File: src/rtl/ila_trigger_seq.sv
// ila_trigger_seq: multi-stage value/mask trigger sequencer feeding one ILA
// trigger input. It compares a registered copy of the probed bus against the
// current stage's condition and counts occurrences per stage. When the final
// stage completes, it raises a level trigger.
module ila_trigger_seq #(
  parameter int SIGNAL_W = 32,
  parameter int STAGES   = 4,
  parameter int STG_W    = 2,
  parameter int CNT_W    = 16
) (
  input  logic                      clk,
  input  logic                      rst,
  input  logic                      rst_soft,
  input  logic                      arm,
  input  logic [SIGNAL_W-1:0]        signal,
  input  logic [STAGES*SIGNAL_W-1:0] cfg_value,
  input  logic [STAGES*SIGNAL_W-1:0] cfg_mask,
  input  logic [STAGES*CNT_W-1:0]    cfg_count,
  input  logic [STAGES-1:0]          cfg_consec,
  input  logic [STG_W-1:0]           cfg_last,
  output logic                      trigger,
  output logic                      armed,
  output logic [STG_W-1:0]           stage,
  output logic [CNT_W-1:0]           occ
);

  typedef enum logic [1:0] {
    S_IDLE  = 2'd0,
    S_RUN   = 2'd1,
    S_FIRED = 2'd2
  } state_t;

  state_t              r_state;
  state_t              w_state_nxt;
  logic [SIGNAL_W-1:0] r_sig_q;
  logic [STG_W-1:0]    r_stage;
  logic [STG_W-1:0]    w_stage_nxt;
  logic [CNT_W-1:0]    r_occ;
  logic [CNT_W-1:0]    w_occ_nxt;
  logic                r_trigger;
  logic                r_armed;
  logic                w_trigger_nxt;
  logic                w_armed_nxt;

  // Per-stage configuration unpacked so the current stage is a plain index.
  logic [SIGNAL_W-1:0] w_value_arr [STAGES];
  logic [SIGNAL_W-1:0] w_mask_arr  [STAGES];
  logic [CNT_W-1:0]    w_count_arr [STAGES];

  for (genvar k = 0; k < STAGES; k++) begin : g_cfg
    assign w_value_arr[k] = cfg_value[k*SIGNAL_W +: SIGNAL_W];
    assign w_mask_arr[k]  = cfg_mask[k*SIGNAL_W +: SIGNAL_W];
    assign w_count_arr[k] = cfg_count[k*CNT_W +: CNT_W];
  end

  logic             w_match;
  logic [CNT_W-1:0] w_tgt;
  logic [CNT_W-1:0] w_occ_inc;
  logic             w_stage_done;

  // A zero count means "one occurrence". This keeps the advance compare
  // reachable, and occ+1 can never wrap before it hits the target.
  assign w_match      = ((r_sig_q ^ w_value_arr[r_stage]) & w_mask_arr[r_stage]) == '0;
  assign w_tgt        = (w_count_arr[r_stage] == '0) ? CNT_W'(1) : w_count_arr[r_stage];
  assign w_occ_inc    = r_occ + CNT_W'(1);
  assign w_stage_done = w_match && (w_occ_inc == w_tgt);

  // Input register: every comparison uses the bus as sampled one cycle ago.
  always_ff @(posedge clk or posedge rst) begin
    if (rst) begin
      r_sig_q <= '0;
    end else begin
      // NOTE: non-blocking assignments in clocked blocks so all flops update
      // from pre-edge values regardless of statement order.
      r_sig_q <= signal;
    end
  end

  // State register: FSM state, stage/occurrence counters and registered outputs.
  always_ff @(posedge clk or posedge rst) begin
    if (rst) begin
      r_state   <= S_IDLE;
      r_stage   <= '0;
      r_occ     <= '0;
      r_trigger <= 1'b0;
      r_armed   <= 1'b0;
    end else begin
      r_state   <= w_state_nxt;
      r_stage   <= w_stage_nxt;
      r_occ     <= w_occ_nxt;
      r_trigger <= w_trigger_nxt;
      r_armed   <= w_armed_nxt;
    end
  end

  // Next-state logic: soft reset beats arm, and arm beats the sequence update.
  always_comb begin
    // NOTE: every comb output gets a default first, so no path infers a latch.
    w_state_nxt = r_state;
    w_stage_nxt = r_stage;
    w_occ_nxt   = r_occ;
    if (rst_soft) begin
      w_state_nxt = S_IDLE;
      w_stage_nxt = '0;
      w_occ_nxt   = '0;
    end else if (arm) begin
      w_state_nxt = S_RUN;
      w_stage_nxt = '0;
      w_occ_nxt   = '0;
    end else begin
      case (r_state)
        S_RUN: begin
          if (w_stage_done) begin
            w_occ_nxt = '0;
            if (r_stage == cfg_last) begin
              // Stage index stays at the final stage while FIRED.
              w_state_nxt = S_FIRED;
            end else begin
              w_stage_nxt = r_stage + STG_W'(1);
            end
          end else if (w_match) begin
            w_occ_nxt = w_occ_inc;
          end else if (cfg_consec[r_stage]) begin
            w_occ_nxt = '0;
          end
        end
        default: ;
      endcase
    end
  end

  // Output decode from the next state, so both outputs come straight off flops.
  always_comb begin
    w_trigger_nxt = (w_state_nxt == S_FIRED);
    w_armed_nxt   = (w_state_nxt == S_RUN);
  end

  assign trigger = r_trigger;
  assign armed   = r_armed;
  assign stage   = r_stage;
  assign occ     = r_occ;

endmodule

File: config.mk
export PLATFORM = sky130hd
export DESIGN_NAME = ila_trigger_seq
export DESIGN_NICKNAME = d
export VERILOG_FILES = /design/src/rtl/ila_trigger_seq.sv
export SDC_FILE = /design/constraint.sdc
export NUM_CORES = 1
export LEC_CHECK = 0
export CAP_MARGIN = 20
export CORE_AREA = 2 2 147 149
export CTS_CLUSTER_SIZE = 14
export DETAILED_ROUTE_END_ITERATION = 10
export DIE_AREA = 0 0 149 151
export DONT_BUFFER_PORTS = 1
export GPL_TIMING_DRIVEN = 0
export PLACE_DENSITY_LB_ADDON = 0.15
export SYNTH_ARGS = -nofsm -noshare
export SYNTH_HDL_FRONTEND = slang
export SYNTH_SLANG_ARGS = --single-unit
File: constraint.sdc
create_clock -name clk -period 4.31 [get_ports clk]
set_clock_uncertainty 0.05 [all_clocks]
set_input_delay 0.6465 -clock clk [delete_from_list [all_inputs] [get_ports clk]]
set_output_delay 0.6465 -clock clk [all_outputs]
set_load 0.03 [all_outputs]
# [Yosys cells after proc, flatten, opt, wreduce, memory -nomap -nowiden]
# Index checks and enable logic that the tools add are counted.
[totals] ff_bits=54 input_bits=362 out_inout_bits=20 wordCells=55
[classes] add_sub_neg=2 magnitude_cmp=2 eq_ne=6 n_mux=28 bitwise=3 n_reduce_logical=8
[ops] op="16-bit 2-to-1 mux" n=9
[ops] op="32-bit binary-select mux with 2-bit select" n=2
[ops] op="32-bit 2-to-1 mux" n=4
[ops] op="32-bit AND" n=1
[ops] op="16-bit binary-select mux with 2-bit select" n=1
[ops] op="32-bit zero test" n=1
[ops] op="32-bit XOR" n=1
[ops] op="2-bit 2-to-1 mux" n=10
[ops] op="16-bit by 1-bit adder with 16-bit output (second input constant)" n=1
[ops] op="16-bit == test" n=1
[ops] op="16-bit zero test" n=1
[ops] op="3-bit nonzero test" n=2
[ops] op="5-bit nonzero test" n=1
[ops] op="2-bit by 1-bit == test with 1-bit output (second input constant)" n=2
[ops] op="3-bit >= comparator (second input constant)" n=1
[ops] op="2-bit by 3-bit < comparator with 1-bit output (second input constant)" n=1
[ops] op="3-bit inequality test (second input constant)" n=1
[ops] op="2-bit NOT with 3-bit output" n=1
[ops] op="3-bit AND reduction" n=1
[ops] op="2-bit by 1-bit adder with 2-bit output (second input constant)" n=1
[ops] op="1-bit binary-select mux with 2-bit select" n=1
[ops] op="2-bit == test" n=1
[ops] op="2-bit == test (second input constant)" n=1
[ops] op="2-bit AND reduction" n=1
[ops] op="other kinds (2)" n=2

# [Logic depth before layout (Yosys ltp)]
[depth] word_depth=13 mapped_depth=13 mapped_depth_nobuf=9

# [Least setup slack after synthesis]
# Ideal clock, no wire load.
[synth_path] kind="register to register" from="register r_stage[0] (netlist: stage[0])" to="register r_armed (netlist: armed)" setup_time_ns=0.120 arrival_ns=3.127 required_time_ns=4.140 slack_ns=1.013 stages_incl_launch_ff=10 n_path_buf=1 synth_period_minus_slack_ns=3.297 cell_sequence="dfrtp_1 buf_6 mux4_2 or4_1 nor4_1 nand4_1 mux2i_1 nand4_1 or4_4 a41o_1"
[synth_via] elab_chain_cells=13 elab_cells_between_ends=24 cone_classes="eq/ne (3); mux (15); bitwise (3); reduce/logical (3)"
[synth_rtl] item="start, declared" line="36" rtl="logic [STG_W-1:0] r_stage;"
[synth_rtl] item="start signal, assigned" line="89" rtl="r_stage <= w_stage_nxt;"
[synth_rtl] item="2-bit NOT with 3-bit output (not written as such)" line="63, 64"
[synth_rtl] item="16-bit binary-select mux with 2-bit select / 32-bit binary-select mux with 2-bit select (equally long branches)" line="64, 63"
[synth_rtl] item="16-bit 2-to-1 mux (not written as such) / 32-bit 2-to-1 mux (equally long branches) (2 in a row)" line="64, 63"
[synth_rtl] item="16-bit zero test / 32-bit XOR (equally long branches)" line="64, 63"
[synth_rtl] item="16-bit 2-to-1 mux / 32-bit AND (equally long branches)" line="64, 63"
[synth_rtl] item="16-bit == test / 32-bit zero test (equally long branches)" line="66, 63"
[synth_rtl] item="1-bit logical AND" line="66" rtl="assign w_stage_done = w_match && (w_occ_inc == w_tgt);"
[synth_rtl] item="2-bit 2-to-1 mux *" line="113" rtl="if (w_stage_done) begin"
[synth_rtl] item="2-bit 2-to-1 mux *" line="111" rtl="case (r_state)"
[synth_rtl] item="2-bit 2-to-1 mux *" line="106" rtl="end else if (arm) begin"
[synth_rtl] item="2-bit 2-to-1 mux *" line="102" rtl="if (rst_soft) begin"
[synth_rtl] item="2-bit by 1-bit == test with 1-bit output *" line="135" rtl="w_armed_nxt = (w_state_nxt == S_RUN);"
[synth_rtl] item="via w_armed_nxt" line="43" rtl="logic w_armed_nxt;"
[synth_rtl] item="end signal, assigned" line="92" rtl="r_armed <= w_armed_nxt;"
[synth_rtl] item="end, declared" line="41" rtl="logic r_armed;"
# The timed path passes the listed nets; every way through them passes the cells marked *. The select of a mux whose other input is x is not followed.
# A chain may end at the register's enable or synchronous reset.

# [Worst setup path after layout]
[layout_path] from="register r_stage[0] (netlist: stage[0])" to="register r_occ[4] (netlist: occ[4])"
[layout_via] elab_chain_cells=12 elab_cells_between_ends=26 cone_classes="eq/ne (1); mux (17); bitwise (3); reduce/logical (5)"
[layout_rtl] item="2-bit NOT with 3-bit output (not written as such)" line="63, 64"
[layout_rtl] item="16-bit binary-select mux with 2-bit select / 32-bit binary-select mux with 2-bit select (equally long branches)" line="64, 63"
[layout_rtl] item="16-bit 2-to-1 mux (not written as such) / 32-bit 2-to-1 mux (equally long branches) (2 in a row)" line="64, 63"
[layout_rtl] item="16-bit zero test / 32-bit XOR (equally long branches)" line="64, 63"
[layout_rtl] item="16-bit 2-to-1 mux / 32-bit AND (equally long branches)" line="64, 63"
[layout_rtl] item="16-bit == test / 32-bit zero test (equally long branches)" line="66, 63"
[layout_rtl] item="1-bit logical AND / 16-bit 2-to-1 mux (equally long branches)" line="66, 121"
[layout_rtl] item="16-bit 2-to-1 mux" line="113"
[layout_rtl] item="16-bit 2-to-1 mux" line="111"
[layout_rtl] item="16-bit 2-to-1 mux" line="106"
[layout_rtl] item="16-bit 2-to-1 mux" line="102"
[layout_rtl] item="end signal, assigned" line="90" rtl="r_occ <= w_occ_nxt;"
[layout_rtl] item="end, declared" line="38" rtl="logic [CNT_W-1:0] r_occ;"
# Parallel ways exist; a longest one is shown, timed or not. The select of a mux whose other input is x is not followed.

==> results.ini <==
[global_route]
antenna_found_initial=1
grt_pass1_wl_um=31500
grt.total_usage_pct=19.7
grt.overflow.total=0
grt_pass1_vias=4671
grt_max_degree=37

[sta]
finalMaxSlewViolations=0
worst_slew_pin_slew_ns=0.973
layout_setup_ws_ns=0.295
finalSetupTns_ns=0
fin_crit_sh_pct=93.2
finalSetupViolCount=0
max_freq_mhz=249
rsz0062_at_grt=false
min_period_ns=4.02
hold_violations=0
relSlewSlack_pct=35.1

[route]
firstDrtPassIters=5
wire_per_inst_um=29.5
dr.first_iter.drc_count=277
drc_errors=0
viasPerCell=5.42
num_vias=4207
wirelength_um=22900
ant_nets=0

[job]
drv_cap=0

[cells_and_area]
final.fill_count=2306
multi_input_area_um2=3280
seqCellArea_um2=1350
drive_gt1_share_pct=8.00
nets=863
syn_to_final_growth_pct=11.0

[synth]
syn_inst=492
synth_edf_count=0
ys.warnings.count=0
seq_area_frac_synth_pct=28.5
synth_nets=855
synthArstFlopShare_pct=100
ys.flop_type=dfrtp_1
postSynthAreaPerCell_um2=9.64
synth-seq-cells=54
yosysUniqueCellTypes=52
synth.cell_area_um2=4740

[setup_path]
arrival_ns=4.20
cpMostUsedCell=clkbuf_1
crit_slowest_cell=dfrtp_1
ff2ff_path_depth=11
reg2reg_to=occ[4]$_DFFE_PP0P_
crit_path_end=occ[4]$_DFFE_PP0P_
crit_path_end_kind=flip-flop
worstSetupPathType=flip-flop to flip-flop
crit_path_start_kind=flip-flop
cp_data_required_time_ns=4.50
cp_max_fo=10
r2r_start=stage[0]$_DFFE_PP0P_
r2r_setup_slack_ns=0.29
worstPathCellList=buf_6 > buf_4 > inv_2 > clkbuf_1 > a31o_1 > a2111oi_0 > o221ai_1 > a211oi_4 > clkbuf_1 > nand3_1 > a31oi_1
critPathLaunch=stage[0]$_DFFE_PP0P_
slowest_delay_ns=0.54

[floorplanning]
ioPinCount=382
design.die.area_um2=22500
rows=53
core_region_area_um2=20800
die_w_um=149
start_util_pct=22.8
die_h_um=151

[run_status]
run_status=complete, no violations

[clock_network]
cts_tree=yes
cts.htree.levels=2
post_cts_buffers=0
cts_resized=2
numCtsBuffers=5
clkSlewWorstSetupHoldPaths_ns=0.08
clockBufferDepth=2
cts_root_buf=clkbuf_16
postCtsHoldBufs=0
clock-sinks=54
insertion_delay_ns=0.31

[power]
irDropWorstVdd_mv=0.132
powerDensity_nw_per_um2=232
p_leak_uw=0.00196

[placed_design]
place_congestion=0.962
dp_hpwl_um=19800
port_buffers=0
dp_worst_setup_slack_ns=-0.226

[worst_hold_path]
worstHoldPathType=input pin to asynchronous set/reset pin

final cells by class:
cell class / instances / share of cell area (%)
diodes: 1 / 0.0475
plain buffers: 18 / 1.71
clock buffers: 7 / 2.52
inverters: 13 / 0.927
multi-input cells: 407 / 62.2
flip-flops and latches: 54 / 25.7
well taps: 275 / 6.54
repair buffers: 1 / 0.380
cells in the mapped netlist, drive strengths merged, types with 2 or more instances:
library cell	number	area share [%]
xor2	129	24
dfrtp	54	28
a22oi	49	7.8
xnor2	24	4.4
a31oi	21	2.8
nand2	18	1.4
nor2	18	1.4
mux4	15	7.1
nand3	14	1.5
nand4	14	1.8
a21oi	13	1.4
inv	13	1.0
nor3	11	1.3
clkbuf	10	0.79
o21ai	10	1.1
buf	8	1.0
nand3b	8	1.3
mux2i	6	1.3
nor4	6	0.79
a221oi	5	0.92
o211ai	5	0.79
a222oi	4	0.84
and3	4	0.53
a2111oi	3	0.55
a211oi	2	0.32
a31o	2	0.37
and2	2	0.26
mux2	2	0.47
nor2b	2	0.26
or2	2	0.26
or4	2	0.40
xnor3	2	0.95
worst min-delay path by stage:
stage / from / slack [ns] / endpoint / cells past startpoint
finish: rst / 0.19 / r_sig_q[1]$_DFF_PP0_ / 1
global route: rst / 0.21 / r_sig_q[5]$_DFF_PP0_ / 1
CTS: rst / 0.19 / r_sig_q[5]$_DFF_PP0_ / 1
detailed placement: r_state[1]$_DFF_PP0_ / 0.48 / trigger$_DFF_PP0_ / 2
global placement: r_state[1]$_DFF_PP0_ / 0.48 / trigger$_DFF_PP0_ / 2
floorplan: r_state[0]$_DFF_PP0_ / 0.46 / r_state[0]$_DFF_PP0_ / 1
power breakdown:
part | total [uW] | internal (uW) | switching [uW]
combinational | 234 | 113 | 121
sequential | 564 | 523 | 40.9
clock | 423 | 214 | 208
total | 1220 | 850 | 370
layer usage:
layer  vias up  track usage [%]  wire [um]  part of all wire, %
li1       1856                -          -                    -
met1      2078             21.9       8430                   37
met2       239             35.1      11800                   52
met3        34             6.33       1840                  8.0
met4         0             7.95        834                  3.6
met5         -                0          0                    0
sequential cells by signal, indices dropped and copies added (netlist names):
register	count
r_state	2
armed	1
trigger	1
r_sig_q	32
occ	16
stage	2
through the flow:
step	std cells	area, um2	power, uW	hold slack, ns	utilization, %
floorplan	492	4740	729	0.459	-
global placement	767	5090	803	0.476	24.4
detailed placement	768	5110	809	0.481	24.5
CTS	775	5250	1240	0.191	25.2
global route	776	5270	1290	0.208	25.3
finish	776	5270	1220	0.194	25.3
kinds of logic (layout without fill, tap and decap cells):
family,Yosys count,count (layout),synth area share [%]
AND/OR/NAND/NOR,105,105,11.8
AO/OA/AOI/OAI,123,123,18.5
multiplexers,23,23,8.86
buffers and inverters,31,39,2.85
flip-flops,54,54,28.5
adder cells (fa/ha/maj),1,1,0.264
other,0,1,0
XOR/XNOR,155,155,29.2
worst max-delay path: cells and delay by family, from the launching register on:
kind                   cells  cell delay (ns)
and+or+nand+nor            1             0.14
DFF                        1             0.54
buffers and inverters      5             1.43
AOI/OAI and AO/OA          5             1.76
cell usage in the layout (no fill, tap or decap), types with 2 or more instances in the layout:
cell	instances
a2111oi_0	3
a21oi_1	13
a221oi_1	5
a222oi_1	4
a22oi_1	48
a31o_1	2
a31oi_1	21
and2_1	2
and3_1	4
buf_2	6
clkbuf_1	9
clkbuf_16	5
clkbuf_2	3
dfrtp_1	54
inv_1	11
inv_2	2
mux2_1	2
mux2i_1	6
mux4_2	15
nand2_1	18
nand3_1	14
nand3b_1	8
nand4_1	14
nor2_1	18
nor2b_1	2
nor3_1	10
nor4_1	6
o211ai_1	5
o21ai_0	3
o21ai_1	7
or2_2	2
xnor2_1	24
xnor3_1	2
xor2_1	129
Note: power is estimated with default switching activity, not from simulation.
